**config.mk**
```make
export PLATFORM = sky130hd
export DESIGN_NAME = text_renderer
export DESIGN_NICKNAME = d
export VERILOG_FILES = /design/src/rtl/text_renderer.sv
export SDC_FILE = /design/constraint.sdc
export NUM_CORES = 1
export LEC_CHECK = 0
export BUFFER_PORTS_ARGS = -buffer_cell sky130_fd_sc_hd__buf_4
export CELL_PAD_IN_SITES_DETAIL_PLACEMENT = 0
export CELL_PAD_IN_SITES_GLOBAL_PLACEMENT = 1
export CORE_ASPECT_RATIO = 0.6
export CORE_UTILIZATION = 33
export CTS_CLUSTER_SIZE = 40
export DETAILED_ROUTE_END_ITERATION = 7
export PLACE_DENSITY_LB_ADDON = 0.1
export SLEW_MARGIN = 25
export SYNTH_ARGS = -nofsm -noshare
export SYNTH_HDL_FRONTEND = slang
export SYNTH_SLANG_ARGS = --single-unit
```
**constraint.sdc**
```tcl
create_clock -name clk -period 4.05 [get_ports clk]
set_input_delay 0.6075 -clock clk [delete_from_list [all_inputs] [get_ports clk]]
set_output_delay 0.6075 -clock clk [all_outputs]
set_load 0.02 [all_outputs]
```
**src/rtl/text_renderer.sv**
```systemverilog
// Character-cell text renderer: maps the VGA scan position to a text buffer read,
// drives the font ROM lookup, and emits RGB332 pixels with sync delayed to match.
module text_renderer #(
   parameter int         COLS         = 80,
   parameter int         ROWS         = 60,
   parameter logic [7:0] FG_COLOR     = 8'hFF,
   parameter logic [7:0] BG_COLOR     = 8'h00,
   parameter int         BLINK_FRAMES = 30,
   parameter logic       SYNC_IDLE    = 1'b1
) (
   input  logic        clk,
   input  logic        rst,
   input  logic [9:0]  pix_x,
   input  logic [9:0]  pix_y,
   input  logic        video_on,
   input  logic        hsync_in,
   input  logic        vsync_in,
   output logic [12:0] text_addr,
   input  logic [7:0]  text_char,
   output logic [7:0]  font_char,
   output logic [2:0]  font_x,
   output logic [2:0]  font_y,
   input  logic        font_pixel,
   input  logic        cursor_en,
   input  logic [6:0]  cursor_col,
   input  logic [5:0]  cursor_row,
   output logic [7:0]  rgb,
   output logic        hsync_out,
   output logic        vsync_out
);

   localparam int               CNT_W    = $clog2(BLINK_FRAMES) + 1;
   localparam logic [CNT_W-1:0] CNT_LAST = CNT_W'(BLINK_FRAMES - 1);
   localparam logic [6:0]       COLS_C   = 7'(COLS);
   localparam logic [6:0]       ROWS_C   = 7'(ROWS);
   localparam logic [12:0]      COLS_A   = 13'(COLS);

   typedef enum logic {
      BLINK_OFF = 1'b0,
      BLINK_ON  = 1'b1
   } blink_state_t;

   typedef struct packed {
      logic [2:0] x_lo;
      logic [2:0] y_lo;
      logic       vis;
      logic       hs;
      logic       vs;
      logic       cur_hit;
   } stage1_t;

   localparam stage1_t STAGE1_RESET = '{
      x_lo:    3'd0,
      y_lo:    3'd0,
      vis:     1'b0,
      hs:      SYNC_IDLE,
      vs:      SYNC_IDLE,
      cur_hit: 1'b0
   };

   // ---------------------------------------------------------------------------
   // Stage 0: cell coordinates, text buffer address, cursor match
   // ---------------------------------------------------------------------------
   logic [6:0] col;
   logic [6:0] row;
   logic       in_area;
   logic       cur_hit_d;
   stage1_t    stage1_d;
   stage1_t    stage1_q;

   always_comb begin
      col       = pix_x[9:3];
      row       = pix_y[9:3];
      in_area   = (col < COLS_C) && (row < ROWS_C);
      text_addr = in_area ? (13'(row) * COLS_A + 13'(col)) : 13'd0;
      // An out-of-range cursor can never equal an in-area cell, so it stays hidden.
      cur_hit_d = cursor_en && in_area && (col == cursor_col) && (row == {1'b0, cursor_row});

      stage1_d.x_lo    = pix_x[2:0];
      stage1_d.y_lo    = pix_y[2:0];
      stage1_d.vis     = video_on && in_area;
      stage1_d.hs      = hsync_in;
      stage1_d.vs      = vsync_in;
      stage1_d.cur_hit = cur_hit_d;
   end

   // NOTE: clocked state uses non-blocking assignments so every register samples pre-edge values.
   always_ff @(posedge clk) begin
      if (rst) begin
         stage1_q <= STAGE1_RESET;
      end else begin
         stage1_q <= stage1_d;
      end
   end

   // ---------------------------------------------------------------------------
   // Stage 1: font ROM addressing (text_char arrives this cycle)
   // ---------------------------------------------------------------------------
   assign font_char = text_char;
   assign font_x    = stage1_q.x_lo;
   assign font_y    = stage1_q.y_lo;

   // ---------------------------------------------------------------------------
   // Cursor blink: frame counter advanced on vsync rising edges
   // ---------------------------------------------------------------------------
   blink_state_t     blink_state;
   blink_state_t     blink_next;
   logic [CNT_W-1:0] frame_cnt;
   logic [CNT_W-1:0] frame_cnt_next;
   logic             vsync_prev;
   logic             vsync_rise;
   logic             blink_on;

   assign vsync_rise = vsync_in && !vsync_prev;
   assign blink_on   = (blink_state == BLINK_ON);

   always_ff @(posedge clk) begin
      if (rst) begin
         blink_state <= BLINK_OFF;
         frame_cnt   <= '0;
         vsync_prev  <= vsync_in;
      end else begin
         blink_state <= blink_next;
         frame_cnt   <= frame_cnt_next;
         vsync_prev  <= vsync_in;
      end
   end

   // NOTE: defaults are assigned first so no path through this block can infer a latch.
   always_comb begin
      blink_next     = blink_state;
      frame_cnt_next = frame_cnt;
      if (vsync_rise) begin
         if (frame_cnt == CNT_LAST) begin
            frame_cnt_next = '0;
            blink_next     = (blink_state == BLINK_ON) ? BLINK_OFF : BLINK_ON;
         end else begin
            frame_cnt_next = frame_cnt + CNT_W'(1);
         end
      end
   end

   // ---------------------------------------------------------------------------
   // Output stage: colour mapping and sync alignment
   // ---------------------------------------------------------------------------
   logic       pix;
   logic [7:0] rgb_d;

   always_comb begin
      pix   = font_pixel ^ (stage1_q.cur_hit && blink_on);
      rgb_d = stage1_q.vis ? (pix ? FG_COLOR : BG_COLOR) : 8'h00;
   end

   always_ff @(posedge clk) begin
      if (rst) begin
         rgb       <= 8'h00;
         hsync_out <= SYNC_IDLE;
         vsync_out <= SYNC_IDLE;
      end else begin
         rgb       <= rgb_d;
         hsync_out <= stage1_q.hs;
         vsync_out <= stage1_q.vs;
      end
   end

endmodule
```
==> metrics.cfg, run 1 <==
[logic_synthesis]
synth.cell_area_sq_um = 1530
syn_nets = 236
synthArstFlopShare_pct = 0
synth_ff_type = dfxtp_1
yosysWarningCount = 0
synthCells = 171
synth-seq-cells = 21
ys_seq_area_share_pct = 27.6
synth_top_family_by_area = simple AND/OR/NAND/NOR gates
synthAdderAreaFrac_pct = 14.9
netlist-cell-type-count = 35
synthXorXnorAreaFrac_pct = 14.9
synth-compound-area-share_pct = 5.66
synthMuxAreaShare_pct = 0
avgSynthCellArea_sq_um = 8.92
synth-edff-count = 0
synth_simple_gate_area_share_pct = 23.5

[power]
p_sw_share_pct = 30.6
power_switching_uw = 166
powerDensity_nw_per_um2 = 275
leakagePower_nw = 0.921
p_comb_share_pct = 35.1
clockPowerShare_pct = 24.8
p_int_uw = 376
ir_drop_mv = 0.131
p_seq_share_pct = 40.1

[grt]
antenna_found_initial = 0
grt_pass1_vias = 1169
grt_overflow = 0
grt_usage_pct = 14.4
grt_pass1_wl_microns = 5490
grt_max_degree = 16

[drt]
drt_iter0_drc = 11
drt-pass1-iter-count = 4
ant_nets = 0
wl_per_cell_microns = 11.8
vias = 1201
routed_wirelength_microns = 3280
avgViaCountPerCell = 4.32
remaining_drc_errors = 0

[finish]
n_antenna_cell = 0
multiInputGateArea_sq_um = 901
final_common_cell = buf_4
final_nets = 284
area.growth.synth_to_final_pct = 29.0
final_cell_mix = buf_4 (68), nor2_1 (21), dfxtp_1 (21)
regArea_sq_um = 420
stdcell_area_sq_um = 1970
fillCellCount = 422
layout-drive-gt1-share_pct = 37.6

[clock_network]
post_cts_buffers = 0
htreeDepth = 1
ctsHoldBuffers = 0
cts_max_path_buffers = 2
numCtsBuffers = 3
clkSlewWorstSetupHoldPaths_ns = 0.07
clock_latency_ns = 0.26
cts_tree = built
clkSinkCount = 21
postCtsResizedCells = 0
cts_root_buf = clkbuf_8

[floorplanning]
die-area_sq_um = 4910
die_y_microns = 54.7
row_count = 18
start_util_pct = 35.8
core_sq_um = 4260
ios = 85
die_w_microns = 89.8

[sta]
report.final.hold_viol_count = 0
final.min_clock_period_ns = 3.31
tightest_slew_ns = 0.480
max_freq_mhz = 302
fin_setup_tns_ns = 0
period_share_pct = 81.8
setup_viol = 0
max_slew_margin_pct = 68.0
rsz0062_at_grt = false
fin_skew_ns = 0.00224
maxSlewViolCount = 0

[setup_path]
critPathRequiredTime_ns = 3.44
reg2regPathDepth = 5
crit_path_end_kind = output pin
critical_path_class = input pin to output pin
critPathArrivalTime_ns = 2.71
start_kind = input pin
worstPathMaxFanout = 4

[hold_path]
hold_class = register to register
holdPathStages = 1

[place]
place_congestion = 0.747
dp.final_hpwl_microns = 2760
place_area_sq_um = 1920
io_buffer_count = 68

[status]
status = finished, final reports clean

[run]
cap_violations = 0

-- metrics by stage --
step	power, mW	cells	hold WS [ns]	util (%)	setup slack, ns
finish	0.542	278	0.411	46.2	0.735
global route	0.579	278	0.435	46.2	0.542
CTS	0.550	278	0.412	46.2	0.726
detailed placement	0.413	274	0.394	45.1	0.727
global placement	0.413	274	0.392	45.1	0.731
floorplan	0.354	171	0.389	-	0.873
-- cells in the mapped netlist, types with 2 or more instances --
cell type / number / area, sq um
buf_4: 21 / 158
dfxtp_1: 21 / 420
nor2_1: 21 / 78.8
xor2_1: 19 / 166
ha_1: 15 / 188
nor2b_1: 9 / 56.3
xnor2_1: 7 / 61.3
nand2_1: 6 / 22.5
and2_1: 5 / 31.3
or2_2: 5 / 31.3
inv_1: 4 / 15.0
nor4_1: 4 / 25.0
a21oi_1: 3 / 15.0
nand3_1: 3 / 15.0
nand4_1: 3 / 18.8
buf_6: 2 / 22.5
fa_1: 2 / 40.0
nor3_1: 2 / 10.0
nor3b_1: 2 / 15.0
or2_1: 2 / 12.5
-- layer usage --
| metal | track usage (%) | up-vias | part of all wire (%) |
|---|---|---|---|
| li1 | - | 636 | - |
| met3 | 4.44 | 9 | 8.2 |
| met2 | 20.6 | 59 | 35 |
| met4 | 4.10 | 0 | 1.0 |
| met1 | 20.6 | 497 | 56 |
| met5 | 0 | - | 0 |
-- flip-flops by register name, summed over array words and instances, names as in the netlist --
register	cells
font_y	3
blink_on	1
stage1_q	4
vsync_out	1
hsync_out	1
vsync_prev	1
font_x	3
rgb	1
frame_cnt	6
-- power by group through the flow --
stage	clock, mW	combinational, mW	sequential (mW)
6_report	0.134	0.190	0.217
4_1_cts	0.141	0.192	0.217
3_3_place_gp	0	0.191	0.222
5_1_grt	0.149	0.211	0.219
2_1_floorplan	0	0.131	0.223
3_5_place_dp	0	0.191	0.222
-- final cells by class --
class	instances	share of cell area [%]
flip-flops and latches	21	21.4
well taps	60	3.81
inverters	4	0.763
multi-input cells	121	45.8
clock inverters	1	0.254
repair buffers	68	25.9
clock buffers	3	2.10
-- logic make-up (layout without fill, tap and decap cells) --
logic type / Yosys count / count (layout)
buffers and inverters: 29 / 76
flip-flops: 21 / 21
XOR/XNOR: 26 / 26
AND/OR/NAND/NOR: 66 / 66
AO/OA/AOI/OAI: 12 / 12
adder cells (fa/ha/maj): 17 / 17
-- final timing paths --
path / start / endpoint / slack, ns
hold reg to reg: stage1_q[1] / vsync_out / 0.41
setup reg to reg: vsync_prev / frame_cnt[1] / 2.64
hold / removal: stage1_q[1] / vsync_out / 0.41
setup / recovery: pix_y[4] / text_addr[12] / 0.74
-- worst max-delay path, stage by stage --
cell and delay (ns):
buf_4 0.13, ha_1 0.29, ha_1 0.24, fa_1 0.40
a21o_2 0.22, a21oi_1 0.17, xnor2_1 0.13, a31o_1 0.22
a21oi_1 0.13, buf_4 0.16
Note: power is estimated with default switching activity, not from simulation.
==> inputs of run 2 (changes only) <==
- ABC_AREA: unset -> 1
- CORE_UTILIZATION: 33 -> 30
- clock period: 4.05 -> 3.45 ns (I/O delays scaled with it)
==> run 2 against run 1 <==
Against the previous run: clock power rose by 19%; setup slack lost 0.27 ns; synthesized area is 5.0% higher; clock-buffer cell count up 1; critical endpoint unchanged; worst hold slack got worse by 0.036 ns; global-route usage down 0.91 points; largest cell class unchanged.
==> metrics.cfg, run 2 <==
[drt]
wl_per_cell_microns = 10.9
remaining_drc_errors = 0
ant_nets = 0
routed_wirelength_microns = 3720
vias = 1434
drt-pass1-iter-count = 4
avgViaCountPerCell = 4.19
drt_iter0_drc = 31

[finish]
largest_register_ffs = 6
regArea_sq_um = 420
area.growth.synth_to_final_pct = 29.8
layout-drive-gt1-share_pct = 29.3
reg.largest.list = frame_cnt (6), stage1_q (4)
regMostFlops = frame_cnt
final_nets = 342
layout.cells.non_filler = 342
n_antenna_cell = 0
final_cell_mix = buf_4 (68), nand2_1 (40), inv_1 (34)
fillCellCount = 542
final_common_cell = buf_4
final_util_pct = 40.7
multiInputGateArea_sq_um = 892

[floorplanning]
core_sq_um = 5100
die_y_microns = 58.6
die-area_sq_um = 5640
row_count = 20
start_util_pct = 31.4
die_w_microns = 96.3
ios = 85

[sta]
max_slew_margin_pct = 77.2
fin_setup_tns_ns = 0
fin_skew_ns = 0.00165
maxSlewViolCount = 0
final.min_clock_period_ns = 2.98
report.final.hold_viol_count = 0
rsz0062_at_grt = false
max_freq_mhz = 335
tightest_slew_ns = 0.340
setup_viol = 0
worst_hold_slack_ns = 0.376
period_share_pct = 86.4

[logic_synthesis]
synthAdderAreaFrac_pct = 14.2
synthMuxAreaShare_pct = 0
synthArstFlopShare_pct = 0
synth_top_family_by_area = simple AND/OR/NAND/NOR gates
synthCells = 226
synth-edff-count = 0
synth-seq-cells = 21
synth.cell_area_sq_um = 1600
synth-compound-area-share_pct = 7.34
avgSynthCellArea_sq_um = 7.09
synth.top_cell.area_share_pct = 26.3
syn_nets = 291
yosysWarningCount = 0
ys_top_cells_by_area = dfxtp_1 (26%), ha_1 (12%), buf_4 (9.8%)
netlist-cell-type-count = 26
synth_ff_type = dfxtp_1
synth_simple_gate_area_share_pct = 28.1
yosysMostFrequentCell = nand2_1
synthXorXnorAreaFrac_pct = 6.02
yosysTopAreaCell = dfxtp_1
synthTopCellsByCount = nand2_1 (40), inv_1 (34), nor2_1 (28)
ys_seq_area_share_pct = 26.3

[setup_path]
start_kind = input pin
worstPathMaxFanout = 3
critPathArrivalTime_ns = 2.46
critical_path_class = input pin to output pin
crit_path_end_kind = output pin
critPathRequiredTime_ns = 2.93

[status]
status = finished, final reports clean

[grt]
grt_pass1_wl_microns = 5750
grt_pass1_vias = 1260
antenna_found_initial = 0
grt_usage_pct = 13.5
grt_max_degree = 13
grt_overflow = 0

[place]
place_congestion = 0.753
dp.final_hpwl_microns = 3140
dp.cells = 338
io_buffer_count = 68

[clock_network]
ctsHoldBuffers = 0
htreeDepth = 1
cts_max_path_buffers = 2
numCtsBuffers = 3
cts_root_buf = clkbuf_8
post_cts_buffers = 0
clock_latency_ns = 0.26
cts_tree = built
postCtsResizedCells = 0
clkSinkCount = 21
clkSlewWorstSetupHoldPaths_ns = 0.07

[hold_path]
hold_class = input pin to register

[run]
cap_violations = 0

[power]
power.total_uw = 643
powerDensity_nw_per_um2 = 309
ir_drop_mv = 0.113
leakagePower_nw = 1.11

==> run 2: cell count changes in the layout (fill, tap and decap cells not counted), sizes merged, moves of 5 or more <==
cell,change
nand3,+9
inv,+30
nand2,+35
and2,-5
nor4,-5
a21oi,+6
nor2b,-9
nor2,+8
xor2,-13
==> run 2: cell type report <==
type | instances | share of cell area, %
clock buffer | 4 | 2.17
sequential | 21 | 20.2
inverter | 34 | 6.14
multi-input combinational | 149 | 42.9
tap | 66 | 3.97
timing repair buffer | 68 | 24.6
==> run 2: power breakdown <==
| part | total [mW] | internal, mW | switching (mW) | leakage, nW |
|---|---|---|---|---|
| logic | 0.229 | 0.102 | 0.127 | 0.910 |
| registers | 0.254 | 0.251 | 0.00339 | 0.173 |
| clock network | 0.159 | 0.0822 | 0.0773 | 0.0228 |
| total | 0.643 | 0.436 | 0.207 | 1.11 |
==> run 2: cell families after synthesis <==
group / Yosys count
AO/OA/AOI/OAI: 21
XOR/XNOR: 11
adder cells (fa/ha/maj): 17
buffers and inverters: 56
flip-flops: 21
AND/OR/NAND/NOR: 100
==> run 2: worst paths after layout <==
kind / cells after the start / end / from / slack (ns)
min reg2reg: 1 / vsync_out / stage1_q[1] / 0.41
max reg2reg: 5 / frame_cnt[5] / frame_cnt[0] / 2.23
max: 13 / text_addr[12] / pix_y[4] / 0.47
min: 1 / vsync_prev / vsync_in / 0.38
==> run 2: stage by stage <==
stage               instance area (sq um)  worst slack [ns]
floorplan                            1600             0.653
global placement                     2030             0.495
detailed placement                   2030             0.472
CTS                                  2080             0.475
global route                         2080             0.332
finish                               2080             0.468
==> run 2: routing by layer <==
| metal | vias up | global-route usage [%] | wire [microns] |
|---|---|---|---|
| li1 | 797 | - | - |
| met1 | 587 | 21.3 | 2150 |
| met2 | 45 | 17.6 | 1250 |
| met5 | - | 0 | 0 |
| met3 | 5 | 4.26 | 297 |
| met4 | 0 | 2.31 | 15 |
==> run 2: critical path, stage by stage <==
cell and delay (ns):
buf_4 0.12, ha_1 0.29, ha_1 0.24, fa_1 0.52
nand2_1 0.06, inv_1 0.06, nand2_1 0.08, nor2_2 0.15
nand3_2 0.10, nand2_1 0.06, nand2_1 0.04, nor2_1 0.08
buf_4 0.14
